File: src/rtl/memory_request_arbiter_pkg.sv
// Shared types for the instruction/data memory request arbiter.
package memory_arbiter_params;

  typedef enum logic {SOURCE_INST, SOURCE_DATA} source_id_t;

  typedef enum logic {IDLE, HOLD} arbiter_state_t;

  typedef struct packed {
    logic        request;
    logic        write;
    logic [1:0]  size;
    logic [31:0] address;
    logic [31:0] write_data;
    logic [3:0]  write_strobe;
  } memory_request_t;

  localparam int OUTSTANDING_DEPTH_DEFAULT = 4;

endpackage

File: src/rtl/memory_request_arbiter_if.sv
// Requester, memory-port and status signals of the arbiter; slave = arbiter side.
interface memory_request_arbiter_if;
  logic        inst_request, inst_write;
  logic [1:0]  inst_size;
  logic [31:0] inst_address, inst_write_data;
  logic [3:0]  inst_write_strobe;
  logic        inst_address_ready, inst_data_ok;
  logic [31:0] inst_read_data;

  logic        data_request, data_write;
  logic [1:0]  data_size;
  logic [31:0] data_address, data_write_data;
  logic [3:0]  data_write_strobe;
  logic        data_address_ready, data_data_ok;
  logic [31:0] data_read_data;

  logic        mem_request, mem_write;
  logic [1:0]  mem_size;
  logic [31:0] mem_address, mem_write_data;
  logic [3:0]  mem_write_strobe;
  logic        mem_address_ready, mem_data_ok;
  logic [31:0] mem_read_data;

  logic        protocol_error;

  modport slave (
    input  inst_request, inst_write, inst_size, inst_address, inst_write_data, inst_write_strobe,
    output inst_address_ready, inst_data_ok, inst_read_data,
    input  data_request, data_write, data_size, data_address, data_write_data, data_write_strobe,
    output data_address_ready, data_data_ok, data_read_data,
    output mem_request, mem_write, mem_size, mem_address, mem_write_data, mem_write_strobe,
    input  mem_address_ready, mem_data_ok, mem_read_data,
    output protocol_error
  );

  modport master (
    output inst_request, inst_write, inst_size, inst_address, inst_write_data, inst_write_strobe,
    input  inst_address_ready, inst_data_ok, inst_read_data,
    output data_request, data_write, data_size, data_address, data_write_data, data_write_strobe,
    input  data_address_ready, data_data_ok, data_read_data,
    input  mem_request, mem_write, mem_size, mem_address, mem_write_data, mem_write_strobe,
    output mem_address_ready, mem_data_ok, mem_read_data,
    input  protocol_error
  );
endinterface

File: src/rtl/memory_request_arbiter_fifo.sv
// Order FIFO holding the source id of each accepted, not-yet-answered request.
module request_order_fifo
  import memory_arbiter_params::*;
#(
  parameter int DEPTH = OUTSTANDING_DEPTH_DEFAULT
) (
  input  logic       clock,
  input  logic       reset_n,
  input  logic       push,
  input  logic       pop,
  input  source_id_t push_id,
  output source_id_t head_id,
  output logic       full,
  output logic       empty
);
  localparam int PW = $clog2(DEPTH);

  logic [PW-1:0] wr_ptr, rd_ptr;
  logic [PW:0]   count;
  source_id_t    slots [DEPTH];
  logic          do_push, do_pop;

  assign full    = (count == (PW+1)'(DEPTH));
  assign empty   = (count == '0);
  assign do_push = push & ~full;
  assign do_pop  = pop & ~empty;
  assign head_id = slots[rd_ptr];

  // Payload needs no reset; only valid entries are ever read.
  always_ff @(posedge clock) begin
    if (do_push) slots[wr_ptr] <= push_id;
  end

  always_ff @(posedge clock or negedge reset_n) begin
    if (!reset_n) begin
      wr_ptr <= '0;
      rd_ptr <= '0;
      count  <= '0;
    end else begin
      if (do_push) wr_ptr <= wr_ptr + 1'b1;
      if (do_pop)  rd_ptr <= rd_ptr + 1'b1;
      case ({do_push, do_pop})
        2'b10:   count <= count + 1'b1;
        2'b01:   count <= count - 1'b1;
        default: count <= count;
      endcase
    end
  end
endmodule

File: src/rtl/memory_request_arbiter.sv
// Two-requester SRAM-like port arbiter with in-order response routing.
// Optional ARBITER_ROUND_ROBIN_EN: alternate winner on contention instead of data-first.
module memory_request_arbiter
  import memory_arbiter_params::*;
#(
  parameter int OUTSTANDING_DEPTH = OUTSTANDING_DEPTH_DEFAULT
) (
  input  logic                     clock,
  input  logic                     reset_n,
  memory_request_arbiter_if.slave  bus
);
  memory_request_t inst_req, data_req, sel_req;
  arbiter_state_t  state;
  source_id_t      grant, sel_src, head_id;
  logic            fifo_full, fifo_empty;
  logic            active, handshake, pop, protocol_error_q;

  assign inst_req = '{request: bus.inst_request, write: bus.inst_write, size: bus.inst_size,
                      address: bus.inst_address, write_data: bus.inst_write_data,
                      write_strobe: bus.inst_write_strobe};
  assign data_req = '{request: bus.data_request, write: bus.data_write, size: bus.data_size,
                      address: bus.data_address, write_data: bus.data_write_data,
                      write_strobe: bus.data_write_strobe};

`ifdef ARBITER_ROUND_ROBIN_EN
  source_id_t last_grant;

  always_comb begin
    sel_src = grant;
    if (state == IDLE) begin
      if (bus.inst_request && bus.data_request)
        sel_src = (last_grant == SOURCE_INST) ? SOURCE_DATA : SOURCE_INST;
      else
        sel_src = bus.data_request ? SOURCE_DATA : SOURCE_INST;
    end
  end

  always_ff @(posedge clock or negedge reset_n) begin
    if (!reset_n)       last_grant <= SOURCE_INST;
    else if (handshake) last_grant <= sel_src;
  end
`else
  always_comb begin
    sel_src = grant;
    if (state == IDLE) sel_src = bus.data_request ? SOURCE_DATA : SOURCE_INST;
  end
`endif

  assign sel_req = (sel_src == SOURCE_DATA) ? data_req : inst_req;

  // Grant is combinational in IDLE; reset_n gating keeps every output low during reset.
  assign active    = reset_n & ((state == HOLD) | (sel_req.request & ~fifo_full));
  assign handshake = active & bus.mem_address_ready;
  assign pop       = reset_n & bus.mem_data_ok & ~fifo_empty;

  assign bus.mem_request      = active;
  assign bus.mem_write        = active & sel_req.write;
  assign bus.mem_size         = active ? sel_req.size : '0;
  assign bus.mem_address      = active ? sel_req.address : '0;
  assign bus.mem_write_data   = active ? sel_req.write_data : '0;
  assign bus.mem_write_strobe = active ? sel_req.write_strobe : '0;

  assign bus.inst_address_ready = handshake & (sel_src == SOURCE_INST);
  assign bus.data_address_ready = handshake & (sel_src == SOURCE_DATA);
  assign bus.inst_data_ok       = pop & (head_id == SOURCE_INST);
  assign bus.data_data_ok       = pop & (head_id == SOURCE_DATA);
  assign bus.inst_read_data     = reset_n ? bus.mem_read_data : '0;
  assign bus.data_read_data     = reset_n ? bus.mem_read_data : '0;
  assign bus.protocol_error     = protocol_error_q;

  always_ff @(posedge clock or negedge reset_n) begin
    if (!reset_n) begin
      state            <= IDLE;
      grant            <= SOURCE_INST;
      protocol_error_q <= 1'b0;
    end else begin
      case (state)
        IDLE: if (active && !bus.mem_address_ready) begin
          grant <= sel_src;
          state <= HOLD;
        end
        HOLD: if (bus.mem_address_ready) state <= IDLE;
        default: state <= IDLE;
      endcase
      if (bus.mem_data_ok && fifo_empty) protocol_error_q <= 1'b1;
    end
  end

  request_order_fifo #(.DEPTH(OUTSTANDING_DEPTH)) u_order_fifo (
    .clock   (clock),
    .reset_n (reset_n),
    .push    (handshake),
    .pop     (pop),
    .push_id (sel_src),
    .head_id (head_id),
    .full    (fifo_full),
    .empty   (fifo_empty)
  );
endmodule
File: src/flat_wrapper.sv
// flat-port wrapper written by rule: the top's interface ports become plain ports
module memory_request_arbiter_flat import memory_arbiter_params::*;
#(
  parameter int OUTSTANDING_DEPTH = OUTSTANDING_DEPTH_DEFAULT
)
  (clock, reset_n, bus_inst_request, bus_inst_write, bus_inst_size, bus_inst_address, bus_inst_write_data, bus_inst_write_strobe, bus_inst_address_ready, bus_inst_data_ok, bus_inst_read_data, bus_data_request, bus_data_write, bus_data_size, bus_data_address, bus_data_write_data, bus_data_write_strobe, bus_data_address_ready, bus_data_data_ok, bus_data_read_data, bus_mem_request, bus_mem_write, bus_mem_size, bus_mem_address, bus_mem_write_data, bus_mem_write_strobe, bus_mem_address_ready, bus_mem_data_ok, bus_mem_read_data, bus_protocol_error);
  memory_request_arbiter_if bus_i ();
  input  logic clock;
  input  logic reset_n;
  input wire logic [$bits(bus_i.inst_request)-1:0] bus_inst_request;
  input wire logic [$bits(bus_i.inst_write)-1:0] bus_inst_write;
  input wire logic [$bits(bus_i.inst_size)-1:0] bus_inst_size;
  input wire logic [$bits(bus_i.inst_address)-1:0] bus_inst_address;
  input wire logic [$bits(bus_i.inst_write_data)-1:0] bus_inst_write_data;
  input wire logic [$bits(bus_i.inst_write_strobe)-1:0] bus_inst_write_strobe;
  output wire logic [$bits(bus_i.inst_address_ready)-1:0] bus_inst_address_ready;
  output wire logic [$bits(bus_i.inst_data_ok)-1:0] bus_inst_data_ok;
  output wire logic [$bits(bus_i.inst_read_data)-1:0] bus_inst_read_data;
  input wire logic [$bits(bus_i.data_request)-1:0] bus_data_request;
  input wire logic [$bits(bus_i.data_write)-1:0] bus_data_write;
  input wire logic [$bits(bus_i.data_size)-1:0] bus_data_size;
  input wire logic [$bits(bus_i.data_address)-1:0] bus_data_address;
  input wire logic [$bits(bus_i.data_write_data)-1:0] bus_data_write_data;
  input wire logic [$bits(bus_i.data_write_strobe)-1:0] bus_data_write_strobe;
  output wire logic [$bits(bus_i.data_address_ready)-1:0] bus_data_address_ready;
  output wire logic [$bits(bus_i.data_data_ok)-1:0] bus_data_data_ok;
  output wire logic [$bits(bus_i.data_read_data)-1:0] bus_data_read_data;
  output wire logic [$bits(bus_i.mem_request)-1:0] bus_mem_request;
  output wire logic [$bits(bus_i.mem_write)-1:0] bus_mem_write;
  output wire logic [$bits(bus_i.mem_size)-1:0] bus_mem_size;
  output wire logic [$bits(bus_i.mem_address)-1:0] bus_mem_address;
  output wire logic [$bits(bus_i.mem_write_data)-1:0] bus_mem_write_data;
  output wire logic [$bits(bus_i.mem_write_strobe)-1:0] bus_mem_write_strobe;
  input wire logic [$bits(bus_i.mem_address_ready)-1:0] bus_mem_address_ready;
  input wire logic [$bits(bus_i.mem_data_ok)-1:0] bus_mem_data_ok;
  input wire logic [$bits(bus_i.mem_read_data)-1:0] bus_mem_read_data;
  output wire logic [$bits(bus_i.protocol_error)-1:0] bus_protocol_error;
  assign bus_i.inst_request = bus_inst_request;
  assign bus_i.inst_write = bus_inst_write;
  assign bus_i.inst_size = bus_inst_size;
  assign bus_i.inst_address = bus_inst_address;
  assign bus_i.inst_write_data = bus_inst_write_data;
  assign bus_i.inst_write_strobe = bus_inst_write_strobe;
  assign bus_inst_address_ready = bus_i.inst_address_ready;
  assign bus_inst_data_ok = bus_i.inst_data_ok;
  assign bus_inst_read_data = bus_i.inst_read_data;
  assign bus_i.data_request = bus_data_request;
  assign bus_i.data_write = bus_data_write;
  assign bus_i.data_size = bus_data_size;
  assign bus_i.data_address = bus_data_address;
  assign bus_i.data_write_data = bus_data_write_data;
  assign bus_i.data_write_strobe = bus_data_write_strobe;
  assign bus_data_address_ready = bus_i.data_address_ready;
  assign bus_data_data_ok = bus_i.data_data_ok;
  assign bus_data_read_data = bus_i.data_read_data;
  assign bus_mem_request = bus_i.mem_request;
  assign bus_mem_write = bus_i.mem_write;
  assign bus_mem_size = bus_i.mem_size;
  assign bus_mem_address = bus_i.mem_address;
  assign bus_mem_write_data = bus_i.mem_write_data;
  assign bus_mem_write_strobe = bus_i.mem_write_strobe;
  assign bus_i.mem_address_ready = bus_mem_address_ready;
  assign bus_i.mem_data_ok = bus_mem_data_ok;
  assign bus_i.mem_read_data = bus_mem_read_data;
  assign bus_protocol_error = bus_i.protocol_error;
  memory_request_arbiter #(.OUTSTANDING_DEPTH(OUTSTANDING_DEPTH)) u_core (.clock(clock), .reset_n(reset_n), .bus(bus_i));
endmodule
File: config.mk
export PLATFORM = sky130hd
export DESIGN_NAME = memory_request_arbiter_flat
export DESIGN_NICKNAME = d
export VERILOG_FILES = /design/src/rtl/memory_request_arbiter_pkg.sv /design/src/rtl/memory_request_arbiter_if.sv /design/src/rtl/memory_request_arbiter_fifo.sv /design/src/rtl/memory_request_arbiter.sv /design/src/flat_wrapper.sv
export SDC_FILE = /design/constraint.sdc
export NUM_CORES = 1
export LEC_CHECK = 0
export CAP_MARGIN = 20
export CORE_AREA = 2 2 125 127
export DETAILED_ROUTE_END_ITERATION = 10
export DIE_AREA = 0 0 127 129
export DONT_BUFFER_PORTS = 1
export HOLD_SLACK_MARGIN = 0.15
export PLACE_DENSITY = 0.31
export SYNTH_ARGS = -nofsm -noshare
export SYNTH_HDL_FRONTEND = slang
export SYNTH_HIERARCHICAL = 1
export SYNTH_SLANG_ARGS = --single-unit
File: constraint.sdc
create_clock -name clock -period 3.2 [get_ports clock]
set_input_delay 0.96 -clock clock [delete_from_list [all_inputs] [get_ports clock]]
set_output_delay 0.96 -clock clock [all_outputs]
set_load 0.03 [all_outputs]
==> results of run 1 <==
[logic make-up (layout without fill, tap and decap cells)]
family | count (synthesis) | in the layout | share of synthesized area [%]
mux | 3 | 3 | 2.701
simple gates | 195 | 195 | 38.94
buf+inv | 66 | 94 | 17.22
fa+ha+maj | 6 | 6 | 3.714
compound gates | 78 | 78 | 18.40
flops | 14 | 14 | 16.66
xor+xnor | 6 | 6 | 2.364
[area by class of cell]
type	count	area share, %
Sequential cell	14	12.85
Inverter	9	1.172
Timing Repair Buffer	81	23.70
Tap cell	188	8.160
Clock inverter	1	0.1302
Multi-Input combinational cell	288	51.39
Clock buffer	3	2.604
[critical path: stages (launching register included)]
cell and delay [ns]:
dfrtp_1 0.45, nor3b_4 0.34, o21ba_2 0.22, o21ai_4 0.21
buf_12 0.23, a21oi_1 0.09, buf_4 0.18
[report_power, final]
| group | switching [mW] | leakage [nW] | internal (mW) | total [mW] |
|---|---|---|---|---|
| combinational | 0.908 | 1.14 | 0.489 | 1.40 |
| clock | 0.0716 | 0.0385 | 0.165 | 0.237 |
| sequential | 0.0735 | 0.152 | 0.249 | 0.323 |
| total | 1.05 | 1.33 | 0.903 | 1.96 |
[layer usage]
layer  up-vias  global-route usage (%)
met2       202                   20.27
met4         0                   2.069
met1      1153                   10.53
met3         8                   1.497
li1       1199                       -
met5         -                       0
[sequential cells by signal, summed over array words and instances, names as in the netlist]
signal and flops:
u_core/bus.protocol_error 1, u_core/grant 1, u_core/state 1, u_core/u_order_fifo/count 3, u_core/u_order_fifo/rd_ptr 2, u_core/u_order_fifo/slots 4
u_core/u_order_fifo/wr_ptr 2
[through the flow]
step | util [%] | setup slack (ns) | hold slack, ns | instances | area [sq um]
floorplan | - | 0.04976 | 0.4528 | 368 | 2223
global placement | 18.72 | 0.3023 | 0.4757 | 580 | 2804
detailed placement | 18.72 | 0.3147 | 0.4728 | 580 | 2804
CTS | 19.25 | 0.2262 | 0.4063 | 584 | 2883
global route | 19.25 | 0.1571 | 0.4019 | 584 | 2883
finish | 19.25 | 0.2505 | 0.4129 | 584 | 2883
[cells in the final DEF (no fill, tap or decap), drive strengths merged, types with 2 or more instances in the layout]
master,instances
nand2,146
nor2,4
buf,81
xor2,3
a21oi,71
and2,37
ha,5
inv,9
nor3,4
dfrtp,10
nor3b,2
edfxtp,4
xnor2,3
o21ai,2
clkbuf,3
[worst paths after layout]
path                                                                start                                        end  cells past startpoint
worst max register to register   u_core/u_order_fifo/count[0]$_DFFE_PN0P_   u_core/u_order_fifo/count[2]$_DFFE_PN0P_                     12
max in group asynchronous                                         reset_n  u_core/u_order_fifo/rd_ptr[1]$_DFFE_PN0P_                      0
min in group clock              u_core/u_order_fifo/rd_ptr[1]$_DFFE_PN0P_  u_core/u_order_fifo/rd_ptr[1]$_DFFE_PN0P_                      1
worst min register to register  u_core/u_order_fifo/rd_ptr[1]$_DFFE_PN0P_  u_core/u_order_fifo/rd_ptr[1]$_DFFE_PN0P_                      1
worst min-delay path                                              reset_n                   u_core/grant$_DFFE_PN0P_                      0
worst max-delay path             u_core/u_order_fifo/count[0]$_DFFE_PN0P_                              bus_mem_write                      6
==> impl_metrics.tcl, run 1 <==
set metrics [dict create \
    clock_latency_ns 0.24 \
    dr_wl_met2_um 5365 \
    antenna_found_initial 0 \
    grt_pass1_vias 2339 \
    finalSetupViolCount 0 \
    h-tree-depth 1 \
    outcome "finished, final reports clean" \
    end_kind "primary output" \
    vias 2562 \
    n_antenna_cell 0 \
    syn_avg_cell_area_sq_um 6.042 \
    drive_gt1_share_pct 23.99 \
    slew_headroom_pct 56.32 \
    fill_cells 1712 \
    ir_drop_uv 143.8 \
    cellPowerDensity_nw_per_um2 678.8 \
    area_growth_pct 29.66 \
    ys_types 31 \
    dpl.hpwl_um 8113 \
    routed_via_density 4.387 \
    yosys.area.top_type "nand2_1" \
    ys_seq_area_share_pct 16.66 \
    first_iter_violations 117 \
    die_x_um 127 \
    syn_area_sq_um 2223 \
    ant_nets 0 \
    synth_ff_type "dfrtp_1" \
    placement.io_buffers 0 \
    cp.required_ns 2.24 \
    cts_resized 0 \
    syn_inst 368 \
    yosys_warnings 6 \
    top_layer_used "met4" \
    grt_setup_unrepaired "false" \
    crit_path_start_kind "flop" \
    finClkSkew_ns 0.0006846 \
    start_util_pct 14.85 \
    max_freq_ghz 0.3390 \
    die_y_um 129 \
    power.leakage_nw 1.330 \
    core_sq_um 14980 \
    ios 321 \
    regArea_sq_um 370.4 \
    synth.area.top_cells "nand2_1, a21oi_1, dfrtp_1" \
    fp-row-count 45 \
    setup_tns_ns 0 \
    clockBufferDepth 2 \
    synth_common_cells "nand2_1, a21oi_1, and2_1" \
    slew_violations 0 \
    post_cts_buffers 0 \
    rrSetupSlack_ns 0.60 \
    multiInputGateArea_sq_um 1481 \
    synth_edf_count 4 \
    worstPathArrival_ns 1.99 \
    wirelength_um 9747 \
    max_slew.worst_pin.slew_ns 0.6598 \
    synth-seq-cells 14 \
    synth.most_common_cell "nand2_1" \
    detail_route.wl_per_cell_um 16.69 \
    crit_fanout 35 \
    grt_pass1_wl_um 12720 \
    dr_wl_met3_um 866 \
    dr.pass1.iters 4 \
    num-nets-final 583 \
    power.total_mw 1.957 \
    drt-met1-wl_um 3413 \
    drc 0 \
    fin_crit_sh_pct 92.17 \
    grt_max_degree 47 \
    maxCapViolations 0 \
    cts_hold_buf 0 \
    synth_top_area_share_pct 24.65 \
    cts_sinks 14 \
    crit_type "reg2out" \
    globalRouteOverflowTotal 0 \
    clk_pin_slew_ns 0.05 \
    min_path_type "in2async" \
    syn_nets 554 \
    die_area_sq_um 16380 \
    gp_congestion 0.7385 \
    clock-root-buffer "clkbuf_16" \
    gr-usage-all-layers_pct 9.866 \
    cts_tree "built" \
    numCtsBuffers 3 \
    hold_violations 0 \
    min_period_ns 2.949 \
    async_flop_share_pct 71.43 \
]
No activity file was read; power rests on OpenSTA's default activity.
==> run 2: changes to the inputs <==
--- a/config.mk
+++ b/config.mk
@@ -12,6 +12,7 @@
 export DONT_BUFFER_PORTS = 1
 export HOLD_SLACK_MARGIN = 0.15
 export PLACE_DENSITY = 0.31
+export SKIP_CTS_REPAIR_TIMING = 1
 export SYNTH_ARGS = -nofsm -noshare
 export SYNTH_HDL_FRONTEND = slang
 export SYNTH_HIERARCHICAL = 1
==> constraint.sdc (replaced) <==
create_clock -name clock -period 3.75 [get_ports clock]
set_input_delay 1.125 -clock clock [delete_from_list [all_inputs] [get_ports clock]]
set_output_delay 1.125 -clock clock [all_outputs]
set_load 0.03 [all_outputs]
==> run 2 against run 1 <==
Sequential power is 15% lower. Combinational power shrank 18%. Critical path depth shrank 1. Sequential share of layout area rose by 0.33 points. Cell count shrank 0.51%. Non-clock buffer count down 3. Clock skew grew 0.00061 ns. Die area unchanged. Routed wire length decreased by 2.8%. Clock-buffer cell count unchanged. Cell area decreased by 2.5%. Register-to-register slack improved by 0.30 ns. Critical path type is now in2out.
==> impl_metrics.tcl, run 2 (synthesized netlist as in run 1, its figures left out) <==
set metrics [dict create \
    n_antenna_cell 0 \
    worstPathArrival_ns 2.25 \
    clockBufferDepth 2 \
    setup_tns_ns 0 \
    hold_violations 0 \
    power_frac_clock_pct 12.2 \
    pwr-share-seq_pct 16.9 \
    max_slew.worst_pin.slew_ns 0.6613 \
    fin_util_pct 18.76 \
    numCtsBuffers 3 \
    drc 0 \
    crit_top_cell "buf_4" \
    antenna_found_initial 0 \
    most-common-layout-cells "nand2_1, buf_4, a21oi_1" \
    grt_pass1_vias 2289 \
    fill_cells 1717 \
    final_common_cell "nand2_1" \
    crit_path_start_kind "primary input" \
    slew_headroom_pct 56.22 \
    min_path_type "reg2reg" \
    max_freq_ghz 0.2959 \
    clk_pin_slew_ns 0.04 \
    grt_pass1_wl_um 12430 \
    grt_max_degree 77 \
    wirelength_um 9478 \
    slew_violations 0 \
    cts_tree "built" \
    largest_register_ffs 4 \
    die_y_um 129 \
    dr.pass1.iters 5 \
    min_from "u_core/u_order_fifo/rd_ptr[1]$_DFFE_PN0P_" \
    p_int_uw 737.4 \
    fp-row-count 45 \
    cp.required_ns 2.62 \
    num-nets-final 580 \
    placement.io_buffers 0 \
    detail_route.wl_per_cell_um 16.31 \
    outcome "finished, final reports clean" \
    critPathSlowestCell "buf_4" \
    switching_power_uw 882.3 \
    ir_drop_uv 165.9 \
    vias 2553 \
    crit_fanout 36 \
    cp_num_buf_inv 2 \
    globalRouteOverflowTotal 0 \
    drive_gt1_share_pct 23.41 \
    p_comb_share_pct 70.8 \
    r2r-start "u_core/u_order_fifo/count[0]$_DFFE_PN0P_" \
    area_growth_pct 26.39 \
    path_delay_family "buffers and inverters" \
    ios 321 \
    rrSetupSlack_ns 0.90 \
    min_period_ns 3.379 \
    hold_path_end "u_core/u_order_fifo/rd_ptr[1]$_DFFE_PN0P_" \
    worst_r2r_path_depth 13 \
    gr-usage-all-layers_pct 9.658 \
    gp_congestion 0.7270 \
    finalSetupViolCount 0 \
    dpl.hpwl_um 7699 \
    reg.largest.list "u_core/u_order_fifo/slots x4, u_core/u_order_fifo/count x3" \
    core_sq_um 14980 \
    end_kind "primary output" \
    first_iter_violations 97 \
    crit_type "in2out" \
    h-tree-depth 1 \
    die_area_sq_um 16380 \
    switching_share_pct 54.47 \
    top_register "u_core/u_order_fifo/slots" \
    grt_setup_unrepaired "false" \
    maxCapViolations 0 \
    die_x_um 127 \
    cts_sinks 14 \
    cellPowerDensity_nw_per_um2 576.4 \
    clock_latency_ns 0.24 \
    rr_endpoint "u_core/u_order_fifo/count[2]$_DFFE_PN0P_" \
    ant_nets 0 \
    routed_via_density 4.394 \
    whs_path_depth 1 \
    slowest_delay_ns 0.39 \
    start_util_pct 14.85 \
    power.leakage_nw 1.297 \
    fin_crit_sh_pct 90.11 \
    worstPathCellList "mux2i_4 > buf_4 > nand2_1 > a21oi_1 > buf_4" \
    clock-root-buffer "clkbuf_16" \
    finClkSkew_ns 0.001293 \
]
==> run 2: changes by cell type in the layout (fill, tap and decap cells not counted) <==
cell,change
buf_12,-4
buf_4,+1
==> run 2: routing by layer <==
metal  up-vias  GRT usage, %  part of all wire, %
li1       1195             -                    -
met1      1138         10.61                   35
met2       216         19.83                   56
met3         4         1.455                  9.1
met4         0         1.293                 0.40
met5         -             0                    0
==> run 2: power groups by stage <==
| stage | Sequential, mW | Clock [mW] | Combinational [mW] |
|---|---|---|---|
| 2_1_floorplan | 0.263 | 0 | 0.864 |
| 3_3_place_gp | 0.276 | 0 | 1.16 |
| 3_5_place_dp | 0.276 | 0 | 1.16 |
| 4_1_cts | 0.276 | 0.204 | 1.16 |
| 5_1_grt | 0.285 | 0.214 | 1.24 |
| 6_report | 0.275 | 0.198 | 1.15 |
==> run 2: layout make-up <==
| class | count | area (sq um) | share of cell area, % |
|---|---|---|---|
| clock buffers | 3 | 75.07 | 2.671 |
| repair buffers | 78 | 610.6 | 21.73 |
| multi-input cells | 288 | 1481 | 52.72 |
| well taps | 188 | 235.2 | 8.370 |
| flip-flops and latches | 14 | 370.4 | 13.18 |
| inverters | 9 | 33.78 | 1.202 |
| clock inverters | 1 | 3.754 | 0.1336 |
==> run 2: worst max-delay path by stage <==
stage	start	end	slack, ns	depth (start not counted)
after floorplan	bus_data_request	bus_inst_address_ready	0.27	4
after global placement	bus_data_request	bus_mem_write	0.37	5
after detailed placement	bus_data_request	bus_mem_write	0.39	5
after CTS	bus_data_request	bus_mem_write	0.38	5
after global routing	bus_data_request	bus_mem_write	0.28	5
final	bus_data_request	bus_mem_write	0.37	5
==> run 2: per-stage QoR <==
step / worst slack [ns] / power, mW / hold slack (ns) / instance area, sq um / instances
final: 0.3709 / 1.620 / 0.4860 / 2810 / 581
after global routing: 0.2815 / 1.734 / 0.5013 / 2810 / 581
after CTS: 0.3835 / 1.644 / 0.4959 / 2810 / 581
after detailed placement: 0.3893 / 1.437 / 0.4862 / 2731 / 577
after global placement: 0.3745 / 1.437 / 0.4825 / 2731 / 577
after floorplan: 0.2698 / 1.128 / 0.4528 / 2223 / 368
